$ cat src/rtl/imm_encoder.sv
// Packs a 32-bit immediate into the I/S/B/J fields of an RV32 instruction word.
// Two-stage valid/ready pipeline with range/alignment check and saturating statistics.
module imm_encoder #(
    parameter int CNT_W = 16
) (
    input  logic             clk_i,
    input  logic             rst_ni,
    input  logic             in_valid_i,
    output logic             in_ready_o,
    input  logic [6:0]       opcode_i,
    input  logic [31:0]      base_i,
    input  logic [31:0]      imm_i,
    output logic             out_valid_o,
    input  logic             out_ready_i,
    output logic [31:0]      instruction_o,
    output logic             err_o,
    output logic [CNT_W-1:0] enc_count_o,
    output logic [CNT_W-1:0] err_count_o
);

    typedef enum logic [1:0] {FMT_I, FMT_S, FMT_B, FMT_J} fmt_e;

    typedef struct packed {
        logic [6:0]  opcode;
        logic [31:0] base;
        logic [31:0] imm;
    } req_t;

    req_t        s1_req;
    logic        s1_vld, s2_vld;
    logic [31:0] s2_inst;
    logic        s2_err;

    fmt_e        s1_fmt;
    logic [31:0] s1_word;
    logic        s1_err;
    logic        s2_load, out_hs;

    assign s2_load     = !s2_vld || out_ready_i;
    assign in_ready_o  = !s1_vld || s2_load;
    assign out_hs      = s2_vld && out_ready_i;
    assign out_valid_o = s2_vld;
    assign instruction_o = s2_inst;
    assign err_o       = s2_err;

    always_comb begin
        case (s1_req.opcode)
            7'b0100011: s1_fmt = FMT_S;
            7'b1100011: s1_fmt = FMT_B;
            7'b1101111: s1_fmt = FMT_J;
            default:    s1_fmt = FMT_I;
        endcase
    end

    // Out-of-range immediates are still packed (truncated); err flags them.
    always_comb begin
        logic [31:0] imm;
        imm         = s1_req.imm;
        s1_word     = s1_req.base;
        s1_word[6:0] = s1_req.opcode;
        s1_err      = 1'b0;
        case (s1_fmt)
            FMT_S: begin
                s1_word[31:25] = imm[11:5];
                s1_word[11:7]  = imm[4:0];
                s1_err = imm != {{20{imm[11]}}, imm[11:0]};
            end
            FMT_B: begin
                s1_word[31]    = imm[12];
                s1_word[30:25] = imm[10:5];
                s1_word[11:8]  = imm[4:1];
                s1_word[7]     = imm[11];
                s1_err = (imm != {{19{imm[12]}}, imm[12:0]}) || imm[0];
            end
            FMT_J: begin
                s1_word[31]    = imm[20];
                s1_word[30:21] = imm[10:1];
                s1_word[20]    = imm[11];
                s1_word[19:12] = imm[19:12];
                s1_err = (imm != {{11{imm[20]}}, imm[20:0]}) || imm[0];
            end
            default: begin
                s1_word[31:20] = imm[11:0];
                s1_err = imm != {{20{imm[11]}}, imm[11:0]};
            end
        endcase
    end

    always_ff @(posedge clk_i or negedge rst_ni) begin
        if (!rst_ni) begin
            s1_vld <= 1'b0;
            s1_req <= '0;
        end else if (in_ready_o) begin
            s1_vld <= in_valid_i;
            if (in_valid_i) s1_req <= '{opcode: opcode_i, base: base_i, imm: imm_i};
        end
    end

    always_ff @(posedge clk_i or negedge rst_ni) begin
        if (!rst_ni) begin
            s2_vld  <= 1'b0;
            s2_inst <= '0;
            s2_err  <= 1'b0;
        end else if (s2_load) begin
            s2_vld <= s1_vld;
            if (s1_vld) begin
                s2_inst <= s1_word;
                s2_err  <= s1_err;
            end
        end
    end

    always_ff @(posedge clk_i or negedge rst_ni) begin
        if (!rst_ni) begin
            enc_count_o <= '0;
            err_count_o <= '0;
        end else if (out_hs) begin
            if (enc_count_o != '1)          enc_count_o <= enc_count_o + 1'b1;
            if (s2_err && err_count_o != '1) err_count_o <= err_count_o + 1'b1;
        end
    end

endmodule

$ cat config.mk
export PLATFORM = sky130hd
export DESIGN_NAME = imm_encoder
export DESIGN_NICKNAME = d
export VERILOG_FILES = /design/src/rtl/imm_encoder.sv
export SDC_FILE = /design/constraint.sdc
export NUM_CORES = 1
export LEC_CHECK = 0
export BUFFER_PORTS_ARGS = -buffer_cell sky130_fd_sc_hd__buf_4
export CAP_MARGIN = 15
export CORE_ASPECT_RATIO = 0.6
export CORE_MARGIN = 3
export CORE_UTILIZATION = 49
export CTS_BUF_LIST = sky130_fd_sc_hd__clkbuf_4
export CTS_CLUSTER_SIZE = 28
export DETAILED_ROUTE_END_ITERATION = 12
export GPL_ROUTABILITY_DRIVEN = 0
export PLACE_DENSITY_LB_ADDON = 0.1
export SLEW_MARGIN = 10
export SYNTH_ARGS = -nofsm -noshare
export SYNTH_HDL_FRONTEND = slang
export SYNTH_SLANG_ARGS = --single-unit
$ cat constraint.sdc
create_clock -name clk_i -period 2.1 [get_ports clk_i]
set_input_delay 0.42 -clock clk_i [delete_from_list [all_inputs] [get_ports clk_i]]
set_output_delay 0.42 -clock clk_i [all_outputs]
set_load 0.005 [all_outputs]
==> metrics.yaml <==
required_ps: 2490
routedWlPerCell_microns: 16.9
drt-initial-drc-count: 234
syn-num-nets: 508
postPlaceCellArea_sq_um: 6520
cts_tree: "built"
fin_cells: 721
htreeDepth: 4
insertion_delay_ps: 510
period_minus_slack_ps: 2000
syn_area_sq_um: 5310
cts_sinks: 124
dp_slack_ps: 46.0
async_flop_share: 1.00
gr-usage-all-layers: 0.209
crit_path_max_incr_delay_ps: 470
fin_area_sq_um: 6860
io_pins: 142
synth-main-ff-cell: "dfrtp_1"
areaGrowthSynthToFinish_pct: 29.2
clockBufferDepth: 2
fp.dieArea_sq_um: 12200
vias: 3782
syn-instance-count: 427
coreArea_sq_um: 10200
slew_viol_final: 0
layout_common_cells: "buf_4 (138), dfrtp_1 (124), mux2_1 (72), nand2_1 (42)"
hold_violations: 0
postSynthAreaPerCell_sq_um: 12.4
hold_class: "input pin to register"
drt-vias-per-instance: 5.25
clockRootBuffer: "clkbuf_4"
final_common_cell: "buf_4"
critPathKind: "register to register"
die_w_microns: 140
synth_cell_type_count: 42
static-leakage-power_nw: 3.20
fin_crit_sh: 0.953
crit_arrival_ps: 2390
drive_gt1_frac: 0.317
cts_buffers: 17
crit_path_cell_trace: "and3_1, o21a_2, ha_1, inv_1, a22oi_1, nor2_1, a21oi_1, o21ai_1"
antenna_cells: 0
slowest_stage: "ha_1"
synth-seq-cells: 124
dpl.hpwl_microns: 8830
first_global_vias: 3896
setup-tns-final_ps: 0
grt_antenna_before_repair: 0
synth-seq-area-share: 0.584
antenna_left: 0
fmax_mhz: 500
io_buffers: 127
ir_drop_mv: 0.577
start_kind: "register"
post-route-drc-count: 0
cap_violations: 0
status: "finished, final reports clean"
nets: 654
drtPass1Iterations: 5
ys.warnings.count: 0
grt_pass1_wl_microns: 19900
start_util: 0.521
endpoint_kind: "register"
drt-total-wl_microns: 12200
dp_cells: 688
rsz0062_at_grt: "yes"
fin_util: 0.673
finalClockSkew_ps: 17.2
rows: 28
clk_pin_slew_worst_paths_ps: 120
grt_max_degree: 59
worst_pin_slew_ps: 550
final-setup-viol-count: 0
relSlewSlack: 0.633
synth_edf_count: 0
path_max_fanout: 8
die_y_microns: 86.6
grt_overflow: 0
fin_ws_ps: 99.6
p_per_area_nw_per_um2: 912
==> report_power, final <==
group	switching (mW)	internal (mW)
combinational	0.537	0.771
sequential	0.368	2.81
clock	0.928	0.842
==> registers in the layout (all words and copies together) (netlist names) <==
signal,cells
enc_count_o,16
s1_req,57
s1_vld,1
out_valid_o,1
err_o,1
instruction_o,32
err_count_o,16
==> path summary, 6_finish.rpt <==
path,from,endpoint,slack (ps),cells past startpoint
max in group asynchronous,rst_ni,instruction_o[20]$_DFFE_PN0P_,1040,3
min in group asynchronous,rst_ni,instruction_o[31]$_DFFE_PN0P_,390,2
max,s1_req[70]$_DFFE_PN0P_,instruction_o[20]$_DFFE_PN0P_,100,8
min,base_i[13],s1_req[45]$_DFFE_PN0P_,110,2
max reg2reg,s1_req[70]$_DFFE_PN0P_,instruction_o[20]$_DFFE_PN0P_,100,8
min reg2reg,instruction_o[18]$_DFFE_PN0P_,instruction_o[18]$_DFFE_PN0P_,500,2
==> final cells by class <==
type,instances,area (sq um)
clock buffer,18,135
clock inverter,14,170
fill,794,3330
inverter,4,15.0
multi-input combinational,284,2160
sequential,124,3100
tap,135,169
timing repair buffer,142,1110
==> worst max-delay path, delay by kind of cell, from the launching register on <==
kind,cells,cell delay (ps)
compound gates,4,600
fa+ha+maj,1,470
buf+inv,1,100
flops,1,440
simple gates,2,270
==> cell usage after synthesis, types with 7 or more instances <==
cell type / number / area, sq um
dfrtp_1: 124 / 3100
mux2_1: 72 / 811
nand2_1: 44 / 165
nor2_1: 20 / 75.1
o21ai_1: 19 / 95.1
xor2_1: 14 / 123
xnor2_1: 12 / 105
a22oi_1: 9 / 67.6
and3_1: 9 / 56.3
clkbuf_1: 8 / 30.0
mux2i_1: 8 / 80.1
nand3_1: 7 / 35.0
nand4_1: 7 / 43.8
==> layer usage <==
layer  track usage  up-vias  share of wire  routed length (microns)
met3        0.0639       10          0.071                      865
li1              -     1823              -                        -
met4        0.0774        0         0.0081                       99
met5             0        -              0                        0
met2         0.318      103           0.44                     5390
met1         0.287     1846           0.48                     5810
==> cells by family after synthesis <==
family / count (synthesis) / share of synthesized area
adders and majority gates: 6 / 0.0141
DFF: 124 / 0.584
muxes: 82 / 0.172
AOI/OAI and AO/OA: 52 / 0.0624
xor gates and xnor gates: 26 / 0.0429
and+or+nand+nor: 118 / 0.110
buffers and inverters: 19 / 0.0139
==> repair_timing <==
item,4_1_cts,5_1_grt
hold buffers,1,0
hold endpoints to repair,31,0
gates resized for setup,0,7
setup buffers,0,0
endpoints found under the setup margin,0,13
==> per-stage QoR <==
stage	hold WS, ps	power [mW]
3_5_place_dp	409	4.55
6_report	105	6.26
2_1_floorplan	124	3.72
3_3_place_gp	404	4.48
4_1_cts	53.1	6.34
5_1_grt	57.3	6.65
Power figures use the tool's default switching activity.
